--- src/rtl/modulo_folder_pkg.sv ---
// Shared constants, types and FSM encoding for the modulo (self-reset) ADC folder.
package modulo_folder_pkg;

    localparam int unsigned ROWS      = 20;
    localparam int unsigned J         = ROWS - 1;
    localparam int unsigned OUT_RES   = 16;
    localparam int unsigned L         = 4096;
    localparam int unsigned MAX_FOLDS = 7;
    localparam int unsigned FW        = $clog2(MAX_FOLDS + 1) + 1;

    typedef logic signed [OUT_RES-1:0] sample_t;
    typedef logic signed [FW-1:0]      fold_t;

    typedef enum logic [1:0] {
        IDLE,
        FOLD,
        DONE
    } fold_state_e;

    // Signed fold-count width able to hold +/-max_folds
    function automatic int unsigned fold_width(input int unsigned max_folds);
        return $clog2(max_folds + 1) + 1;
    endfunction

endpackage

--- src/rtl/modulo_folder_if.sv ---
// Column request/result bundle between a column producer and the folder.
interface modulo_folder_if #(
    parameter int unsigned ROWS    = modulo_folder_pkg::ROWS,
    parameter int unsigned OUT_RES = modulo_folder_pkg::OUT_RES,
    parameter int unsigned FW      = modulo_folder_pkg::FW
);
    logic                      start;
    logic signed [OUT_RES-1:0] in [ROWS];
    logic signed [OUT_RES-1:0] out [ROWS];
    logic signed [FW-1:0]      folds [ROWS];
    logic                      busy;
    logic                      done;
    logic                      out_valid;
    logic                      ovf;

    modport master (
        output start, in,
        input  out, folds, busy, done, out_valid, ovf
    );

    modport slave (
        input  start, in,
        output out, folds, busy, done, out_valid, ovf
    );
endinterface

--- src/rtl/modulo_folder_step.sv ---
// One folding decision: compare against +/-L, then either a single +/-2L step,
// a saturated result, or the in-range result.
module modulo_folder_step #(
    parameter int unsigned OUT_RES   = modulo_folder_pkg::OUT_RES,
    parameter int unsigned L         = modulo_folder_pkg::L,
    parameter int unsigned MAX_FOLDS = modulo_folder_pkg::MAX_FOLDS,
    parameter int unsigned FW        = modulo_folder_pkg::fold_width(MAX_FOLDS)
) (
    input  logic signed [OUT_RES:0]   acc,
    input  logic signed [FW-1:0]      k,
    output logic signed [OUT_RES:0]   acc_c,
    output logic signed [FW-1:0]      k_c,
    output logic                      more_c,
    output logic signed [OUT_RES-1:0] out_c,
    output logic signed [FW-1:0]      folds_c,
    output logic                      sat_c
);
    localparam int unsigned AW = OUT_RES + 1;
    localparam logic signed [AW-1:0]      L_POS  = AW'(L);
    localparam logic signed [AW-1:0]      L_NEG  = -L_POS;
    localparam logic signed [AW-1:0]      TWO_L  = AW'(2 * L);
    localparam logic signed [FW-1:0]      K_MAX  = FW'(MAX_FOLDS);
    localparam logic signed [FW-1:0]      K_MIN  = -K_MAX;
    localparam logic signed [OUT_RES-1:0] SAT_HI = OUT_RES'(L - 1);
    localparam logic signed [OUT_RES-1:0] SAT_LO = -OUT_RES'(L);

    logic hi;
    logic lo;

    // Fold one step toward [-L, L) or resolve the sample
    always_comb begin
        hi      = (acc >= L_POS);
        lo      = (acc < L_NEG);
        acc_c   = acc;
        k_c     = k;
        more_c  = 1'b0;
        out_c   = acc[OUT_RES-1:0];
        folds_c = k;
        sat_c   = 1'b0;
        if (hi && (k < K_MAX)) begin
            acc_c  = acc - TWO_L;
            k_c    = k + FW'(1);
            more_c = 1'b1;
        end else if (lo && (k > K_MIN)) begin
            acc_c  = acc + TWO_L;
            k_c    = k - FW'(1);
            more_c = 1'b1;
        end else if (hi) begin
            out_c   = SAT_HI;
            folds_c = K_MAX;
            sat_c   = 1'b1;
        end else if (lo) begin
            out_c   = SAT_LO;
            folds_c = K_MIN;
            sat_c   = 1'b1;
        end
    end
endmodule

--- src/rtl/modulo_folder.sv ---
// Sample-serial modulo folder: folds a column of signed samples into [-L, L)
// and records the signed fold count of each sample.
module modulo_folder #(
    parameter int unsigned ROWS      = modulo_folder_pkg::ROWS,
    parameter int unsigned OUT_RES   = modulo_folder_pkg::OUT_RES,
    parameter int unsigned L         = modulo_folder_pkg::L,
    parameter int unsigned MAX_FOLDS = modulo_folder_pkg::MAX_FOLDS
) (
    input logic          clk,
    input logic          reset,
    modulo_folder_if.slave bus
);
    import modulo_folder_pkg::*;

    localparam int unsigned FOLD_W   = fold_width(MAX_FOLDS);
    localparam int unsigned AW       = OUT_RES + 1;
    localparam int unsigned IW       = (ROWS > 1) ? $clog2(ROWS) : 1;
    localparam logic [IW-1:0] LAST_IDX = IW'(ROWS - 1);

    fold_state_e               state_q, state_d;
    logic [IW-1:0]             idx_q, idx_d;
    logic signed [AW-1:0]      acc_q, acc_d;
    logic signed [FOLD_W-1:0]  k_q, k_d;
    logic signed [OUT_RES-1:0] in_buf_q [ROWS];
    logic signed [OUT_RES-1:0] in_buf_d [ROWS];
    logic signed [OUT_RES-1:0] out_q [ROWS];
    logic signed [OUT_RES-1:0] out_d [ROWS];
    logic signed [FOLD_W-1:0]  folds_q [ROWS];
    logic signed [FOLD_W-1:0]  folds_d [ROWS];
    logic                      busy_q, busy_d;
    logic                      done_q, done_d;
    logic                      out_valid_q, out_valid_d;
    logic                      ovf_q, ovf_d;

    logic signed [AW-1:0]      step_acc_c;
    logic signed [FOLD_W-1:0]  step_k_c;
    logic                      step_more_c;
    logic signed [OUT_RES-1:0] step_out_c;
    logic signed [FOLD_W-1:0]  step_folds_c;
    logic                      step_sat_c;

    modulo_folder_step #(
        .OUT_RES  (OUT_RES),
        .L        (L),
        .MAX_FOLDS(MAX_FOLDS),
        .FW       (FOLD_W)
    ) u_step (
        .acc    (acc_q),
        .k      (k_q),
        .acc_c  (step_acc_c),
        .k_c    (step_k_c),
        .more_c (step_more_c),
        .out_c  (step_out_c),
        .folds_c(step_folds_c),
        .sat_c  (step_sat_c)
    );

    // Control FSM next state and datapath updates
    always_comb begin
        state_d     = state_q;
        idx_d       = idx_q;
        acc_d       = acc_q;
        k_d         = k_q;
        in_buf_d    = in_buf_q;
        out_d       = out_q;
        folds_d     = folds_q;
        busy_d      = busy_q;
        done_d      = 1'b0;
        out_valid_d = out_valid_q;
        ovf_d       = ovf_q;
        case (state_q)
            IDLE: begin
                if (bus.start) begin
                    in_buf_d    = bus.in;
                    acc_d       = {bus.in[0][OUT_RES-1], bus.in[0]};
                    k_d         = '0;
                    idx_d       = '0;
                    busy_d      = 1'b1;
                    out_valid_d = 1'b0;
                    ovf_d       = 1'b0;
                    state_d     = FOLD;
                end
            end
            FOLD: begin
                if (step_more_c) begin
                    acc_d = step_acc_c;
                    k_d   = step_k_c;
                end else begin
                    out_d[idx_q]   = step_out_c;
                    folds_d[idx_q] = step_folds_c;
                    if (step_sat_c) begin
                        ovf_d = 1'b1;
                    end
                    if (idx_q == LAST_IDX) begin
                        state_d = DONE;
                    end else begin
                        idx_d = idx_q + IW'(1);
                        acc_d = {in_buf_q[idx_d][OUT_RES-1], in_buf_q[idx_d]};
                        k_d   = '0;
                    end
                end
            end
            DONE: begin
                done_d      = 1'b1;
                busy_d      = 1'b0;
                out_valid_d = 1'b1;
                state_d     = IDLE;
            end
            default: begin
                state_d = IDLE;
            end
        endcase
    end

    // State and storage registers with synchronous reset
    always_ff @(posedge clk) begin
        if (reset) begin
            state_q     <= IDLE;
            idx_q       <= '0;
            acc_q       <= '0;
            k_q         <= '0;
            in_buf_q    <= '{default: '0};
            out_q       <= '{default: '0};
            folds_q     <= '{default: '0};
            busy_q      <= 1'b0;
            done_q      <= 1'b0;
            out_valid_q <= 1'b0;
            ovf_q       <= 1'b0;
        end else begin
            state_q     <= state_d;
            idx_q       <= idx_d;
            acc_q       <= acc_d;
            k_q         <= k_d;
            in_buf_q    <= in_buf_d;
            out_q       <= out_d;
            folds_q     <= folds_d;
            busy_q      <= busy_d;
            done_q      <= done_d;
            out_valid_q <= out_valid_d;
            ovf_q       <= ovf_d;
        end
    end

    assign bus.out       = out_q;
    assign bus.folds     = folds_q;
    assign bus.busy      = busy_q;
    assign bus.done      = done_q;
    assign bus.out_valid = out_valid_q;
    assign bus.ovf       = ovf_q;
endmodule

--- src/flat_wrapper.sv ---
// flat-port wrapper written by rule: the top's interface ports become plain ports
module modulo_folder_flat import modulo_folder_pkg::*;
#(
    parameter int unsigned ROWS      = modulo_folder_pkg::ROWS,
    parameter int unsigned OUT_RES   = modulo_folder_pkg::OUT_RES,
    parameter int unsigned L         = modulo_folder_pkg::L,
    parameter int unsigned MAX_FOLDS = modulo_folder_pkg::MAX_FOLDS
)
  (clk, reset, bus_start, bus_in, bus_out, bus_folds, bus_busy, bus_done, bus_out_valid, bus_ovf);
  modulo_folder_if #(.ROWS(ROWS), .OUT_RES(OUT_RES)) bus_i ();
  input logic clk;
  input logic reset;
  input wire logic [$bits(bus_i.start)-1:0] bus_start;
  input wire logic [$bits(bus_i.in)-1:0] bus_in;
  output wire logic [$bits(bus_i.out)-1:0] bus_out;
  output wire logic [$bits(bus_i.folds)-1:0] bus_folds;
  output wire logic [$bits(bus_i.busy)-1:0] bus_busy;
  output wire logic [$bits(bus_i.done)-1:0] bus_done;
  output wire logic [$bits(bus_i.out_valid)-1:0] bus_out_valid;
  output wire logic [$bits(bus_i.ovf)-1:0] bus_ovf;
  assign bus_i.start = bus_start;
  assign bus_i.in = {>>{bus_in}};
  assign bus_out = {>>{bus_i.out}};
  assign bus_folds = {>>{bus_i.folds}};
  assign bus_busy = bus_i.busy;
  assign bus_done = bus_i.done;
  assign bus_out_valid = bus_i.out_valid;
  assign bus_ovf = bus_i.ovf;
  modulo_folder #(.ROWS(ROWS), .OUT_RES(OUT_RES), .L(L), .MAX_FOLDS(MAX_FOLDS)) u_core (.clk(clk), .reset(reset), .bus(bus_i));
endmodule
--- config.mk ---
export PLATFORM = sky130hd
export DESIGN_NAME = modulo_folder_flat
export DESIGN_NICKNAME = d
export VERILOG_FILES = /design/src/rtl/modulo_folder_pkg.sv /design/src/rtl/modulo_folder_if.sv /design/src/rtl/modulo_folder_step.sv /design/src/rtl/modulo_folder.sv /design/src/flat_wrapper.sv
export SDC_FILE = /design/constraint.sdc
export NUM_CORES = 2
export LEC_CHECK = 0
export CORE_AREA = 5 5 277 279
export CTS_BUF_LIST = sky130_fd_sc_hd__clkbuf_4 sky130_fd_sc_hd__clkbuf_8
export DETAILED_ROUTE_END_ITERATION = 8
export DIE_AREA = 0 0 282 284
export HOLD_SLACK_MARGIN = 0.05
export PLACE_DENSITY = 0.67
export RECOVER_POWER = 50
export SYNTH_ARGS = -nofsm -noshare
export SYNTH_HDL_FRONTEND = slang
export SYNTH_SLANG_ARGS = --single-unit
--- constraint.sdc ---
create_clock -name clk -period 5.33 [get_ports clk]
set_input_delay 1.066 -clock clk [delete_from_list [all_inputs] [get_ports clk]]
set_output_delay 1.066 -clock clk [all_outputs]
set_load 0.005 [all_outputs]
## Word level (Yosys, flattened, before mapping)

Index checks and enable logic that the tools add are counted.

- Add/subtract/negate cells: 5
- Order comparisons: 7
- Equality and inequality tests: 10
- Multiplexer cells: 51
- Bitwise logic cells: 3
- Reductions and logical operators: 13

Operators by type and width:

| operator | count |
|---|---|
| $bwmux W320 | 1 |
| $mux W16 | 7 |
| $mux W17 | 5 |
| $bmux W16 S5 | 1 |
| $bwmux W80 | 1 |
| $demux W16 S5 | 1 |
| $mux W4 | 10 |
| $pmux W17 S2 | 1 |
| $demux W4 S5 | 1 |
| $add A17 B15 Y17 const B | 1 |
| $ge A17 B14 Y1 const B | 1 |
| $lt A17 B13 Y1 const B | 1 |
| $sub A17 B15 Y17 const B | 1 |
| $mux W5 | 3 |
| $ge A6 B6 Y1 const B | 2 |
| $not A5 Y6 | 2 |
| $reduce_and A4 Y1 | 3 |
| $mux W1 | 11 |
| $pmux W5 S2 | 1 |
| $pmux W4 S2 | 1 |
| $lt A6 B1 Y1 const B | 1 |
| $mux W2 | 3 |
| $ne A2 B2 Y1 const B | 3 |
| $pmux W1 S2 | 3 |
| other kinds (18) | 24 |

- Bits in registers: 752
- Bits of input ports: 323
- Output and inout port bits: 404
- Word-level logic and storage cells: 157

## Longest topological paths before layout

- Depth in word-level cells: 8
- Mapped depth: 12
- Gate-level depth less buffers: 9

## By module

From an unflattened synthesis, not the netlist that was laid out.

- Cell total of the unflattened synthesis: 3757
- Area total of the unflattened synthesis: 30160.2 µm²

Modules (own cells, without submodules):

| module | instances | cells an instance | area each (µm²) |
|---|---|---|---|
| modulo_folder | 1 | 3654 | 29444.5 |
| modulo_folder_step | 1 | 103 | 715.7 |

## Least setup slack after synthesis

No wires, ideal clock.

- Path kind: reg-to-reg
- Start: register u_core.idx_q[0]
- End: register u_core.acc_q[10]
- Library setup time: 132 ps
- Data arrival time: 2826 ps
- Path slack: 2372 ps
- Stages on the path, launching flop included: 13
- Period minus slack after synthesis: 2958 ps
- Path through: dfxtp_1 > buf_2 > inv_2 > buf_2 > ha_1 > buf_2 > buf_1 > clkbuf_1 > mux4_2 > mux2i_1 > nor2_1 > o21ai_0 > a21oi_1

- Word-level cells in the longest chain between the ends: 8

Ends and longest elaborated chain:

| what | RTL line | text |
|---|---|---|
| start: declaration | modulo_folder.sv:21 | `logic [IW-1:0] idx_q, idx_d;` |
| start signal: assignment | modulo_folder.sv:131 | `idx_q <= idx_d;` |
| $add A5 B1 Y5 | modulo_folder.sv:97 | `idx_d = idx_q + IW'(1);` |
| $not A5 Y6 (not written as such) | modulo_folder.sv:98 | `acc_d = {in_buf_q[idx_d][OUT_RES-1], in_buf_q[idx_d]};` |
| $bmux W16 S5 | modulo_folder.sv:98 |  |
| $mux W16 (not written as such) (2 in a row) | modulo_folder.sv:98 |  |
| $mux W17 | modulo_folder.sv:94 | `if (idx_q == LAST_IDX) begin` |
| $mux W17 | modulo_folder.sv:85 | `if (step_more_c) begin` |
| $pmux W17 S2 | modulo_folder.sv:71 | `case (state_q)` |
| end signal: assignment | modulo_folder.sv:120 | `acc_q <= '0;` |
| end signal: assignment | modulo_folder.sv:132 | `acc_q <= acc_d;` |
| end: declaration | modulo_folder.sv:22 | `logic signed [AW-1:0] acc_q, acc_d;` |

Parallel ways exist; a longest one is shown, timed or not. The select of a mux whose other input is x is not followed.
A chain may end at the register's enable or synchronous reset.

## Worst setup path after layout

- Start: register u_core.state_q[0]
- End: register u_core.out_q, in the netlist u_core.bus.out[45]

- Word-level cells in the longest chain between the ends: 2

Ends and longest elaborated chain:

| what | RTL line | text |
|---|---|---|
| start: declaration | modulo_folder.sv:20 | `fold_state_e state_q, state_d;` |
| start signal: assignment | modulo_folder.sv:130 | `state_q <= state_d;` |
| $eq A2 B1 Y1 | modulo_folder.sv:71 |  |
| $reduce_and A2 Y1 (no line) | n/a |  |
| end signal: assignment | modulo_folder.sv:135 | `out_q <= out_d;` |
| end: declaration | modulo_folder.sv:26 | `logic signed [OUT_RES-1:0] out_q [ROWS];` |

Every way passes these cells.

==> results.sh <==
export IMPL_status="finished, violations left"
export IMPL_violations="capacitance limit, slew limit"
export IMPL_setup_slack_ps=1094
export IMPL_r2r_cells=5
export IMPL_synth_distinct_cells=64
export IMPL_synthArstFlopShare=0
export IMPL_clkSinkCount=752
export IMPL_final_area_um2=40330
export IMPL_drv_cap=4
export IMPL_synth_nets=3810
export IMPL_antenna_found_initial=15
export IMPL_vias_per_cell=5.139
export IMPL_avgSynthCellArea_um2=8.584
export IMPL_firstDrtPassIters=5
export IMPL_pre_cts_ws_ps=1865
export IMPL_cp_slowest_cell="nor2b_1"
export IMPL_track_usage=0.2599
export IMPL_wl_per_cell_um=21.19
export IMPL_period_share=0.7948
export IMPL_ys_ff_latch=752
export IMPL_grt_max_degree=225
export IMPL_cts_htree_levels=4
export IMPL_place_area_um2=37750
export IMPL_nets=4437
export IMPL_r2r_end="u_core.bus.out[45]"
export IMPL_cp_arrival_ps=4890
export IMPL_relSlewSlack=-1.553
export IMPL_rrSetupSlack_ps=1090
export IMPL_whs_path_depth=2
export IMPL_cp_end_kind="flip-flop"
export IMPL_cts_resized=0
export IMPL_leakage_nw=15.02
export IMPL_cts_hold_buf=0
export IMPL_cp_max_fo=28
export IMPL_ant_nets=0
export IMPL_drive_above_1_share=0.1003
export IMPL_num_fill_cells=6820
export IMPL_layout_min_cycle_time_ps=4236
export IMPL_synth_seq_area_share=0.5044
export IMPL_power_density_nw_per_um2=308.7
export IMPL_rr_startpoint="u_core.state_q[0]"
export IMPL_clock_skew_final_ps=32.78
export IMPL_cp_required_ps=5980
export IMPL_yosysWarnings=0
export IMPL_slowest_delay_ps=1540
export IMPL_path_buf_inv=0
export IMPL_first_global_vias=25500
export IMPL_tritoncts="built"
export IMPL_synth_ff_type="dfxtp_1"
export IMPL_fmax_ghz=0.2361
export IMPL_portBuffers=726
export IMPL_start_kind="flip-flop"
export IMPL_die_h_um=284
export IMPL_die_area_um2=80090
export IMPL_drc=0
export IMPL_irDropWorstVdd_v=0.0002064
export IMPL_layout_common_cells="nand2_1, dfxtp_1, clkdlybuf4s50_1"
export IMPL_finalSetupViolations=0
export IMPL_multi_input_area_um2=13540
export IMPL_grt_pass1_wl_um=160700
export IMPL_cts_root_buffer="clkbuf_8"
export IMPL_wl_um=109400
export IMPL_post_dp_hpwl_um=78020
export IMPL_tightest_slew_ps=3829
export IMPL_first_iter_violations=2202
export IMPL_holdPathEnd="u_core.in_buf_q[301]"
export IMPL_clk_latency_ps=770
export IMPL_start_util=0.4036
export IMPL_path_clk_slew_ps=60
export IMPL_drv_slew=546
export IMPL_num_vias=26530
export IMPL_path_cells="nor2b_1 > nand4_4 > nor2_2 > nor2_1 > a22o_1"
export IMPL_post_cts_buffers=0
export IMPL_hold_class="reg -> reg"
export IMPL_finalSetupTns_ps=0
export IMPL_rows=100
export IMPL_finalHoldViolations=0
export IMPL_grt_ovfl_total=0
export IMPL_rsz0062_at_grt="false"
export IMPL_clockBufferDepth=3
export IMPL_netlist_area_um2=29840
export IMPL_synth_edf_count=0
export IMPL_area_growth_pct=35.15
export IMPL_numCtsBuffers=130
export IMPL_die_x_um=282
export IMPL_io_pins=727
export IMPL_gp_congestion=0.8516
export IMPL_min_from="u_core.in_buf_q[301]"
export IMPL_crit_family="simple AND/OR/NAND/NOR gates"
export IMPL_netlist_instances=3477
export IMPL_crit_type="reg -> reg"
export IMPL_seq_area_um2=15060
export IMPL_final_common_cell="nand2_1"
export IMPL_fp_coreArea_um2=73950
[cell families after synthesis]
logic type,Yosys count,share of synthesized area
adders and majority gates,10,0.004696
buffers and inverters,316,0.04603
AOI/OAI and AO/OA,850,0.1584
muxes,125,0.07567
DFF,752,0.5044
xor gates and xnor gates,5,0.001719
and+or+nand+nor,1419,0.2090
[tightest hold or removal path: cells and delay by family, from the launching register on]
kind	cells	cell delay, ps
simple gates	1	50
flops	1	300
compound gates	1	50
[stage by stage]
| stage | power [mW] | util | hold slack (ps) | std cells |
|---|---|---|---|---|
| finish | 12.45 | 0.5455 | 449.9 | 5162 |
| global route | 12.93 | 0.5455 | 463.3 | 5162 |
| CTS | 12.55 | 0.5458 | 453.3 | 5155 |
| detailed placement | 7.230 | 0.5105 | 445.3 | 4941 |
| floorplan | 6.659 | - | 431.5 | 3477 |
| global placement | 7.219 | 0.5105 | 439.1 | 4941 |
[where the power goes]
| part | internal [mW] | leakage, nW | switching (mW) |
|---|---|---|---|
| clock | 2.95 | 1.38 | 2.40 |
| combinational | 0.548 | 7.53 | 0.672 |
| sequential | 5.78 | 6.11 | 0.105 |
[sequential cells by signal, indices dropped and copies added (netlist names)]
name / flops
u_core.bus.out: 320
u_core.in_buf_q: 320
u_core.bus.folds: 80
u_core.acc_q: 17
u_core.idx_q: 5
u_core.k_q: 4
u_core.state_q: 2
u_core.bus.busy: 1
u_core.bus.done: 1
u_core.bus.out_valid: 1
u_core.bus.ovf: 1
[routing by layer]
| layer | global-route usage | wire length, um | vias up |
|---|---|---|---|
| li1 | - | - | 12920 |
| met1 | 0.3163 | 43460 | 12420 |
| met2 | 0.4457 | 54090 | 996 |
| met3 | 0.06697 | 8309 | 184 |
| met4 | 0.09094 | 3442 | 12 |
| met5 | 0 | 87 | - |
[Yosys cell counts (3+ instances only)]
master,instances,area share
o21ai_0,304,0.051
nor2b_1,5,0.0010
mux2i_1,43,0.014
buf_4,3,0.00075
buf_2,61,0.010
a21o_1,3,0.00075
nand3_1,4,0.00067
a22o_1,73,0.021
a21oi_1,402,0.067
nand4_4,3,0.0021
o21ai_1,10,0.0017
nor2_1,118,0.015
nand2_1,980,0.12
nor2_2,15,0.0031
and2_1,3,0.00063
ha_1,8,0.0034
buf_6,13,0.0049
o21ai_2,4,0.0012
dfxtp_1,752,0.50
clkbuf_1,206,0.026
nand4_1,5,0.0010
nor3_1,8,0.0013
o221ai_1,13,0.0038
inv_1,26,0.0033
or3_1,3,0.00063
a211oi_1,18,0.0045
mux4_2,79,0.060
nand2b_1,253,0.053
or3b_1,3,0.00088
a21oi_2,10,0.0029
buf_1,5,0.00063
[how the worst max path moves through the flow]
stage	start	to	slack, ps	cells past startpoint
global route	u_core.state_q[0]	u_core.bus.out[45]	900	5
CTS	u_core.idx_q[0]	u_core.bus.out[46]	1870	6
detailed placement	u_core.idx_q[0]	u_core.bus.out[45]	1860	6
floorplan	u_core.idx_q[0]	u_core.acc_q[10]	2370	12
global placement	u_core.idx_q[0]	u_core.bus.out[46]	1920	6
finish	u_core.state_q[0]	u_core.bus.out[45]	1090	5
[final cells by class]
cell class	count	share of cell area
well taps	969	0.03006
flip-flops and latches	752	0.3733
clock buffers	196	0.05990
inverters	28	0.002668
diodes	7	0.0004343
clock inverters	18	0.004777
repair buffers	783	0.1933
multi-input cells	2409	0.3356
(Power assumes the default switching activity.)
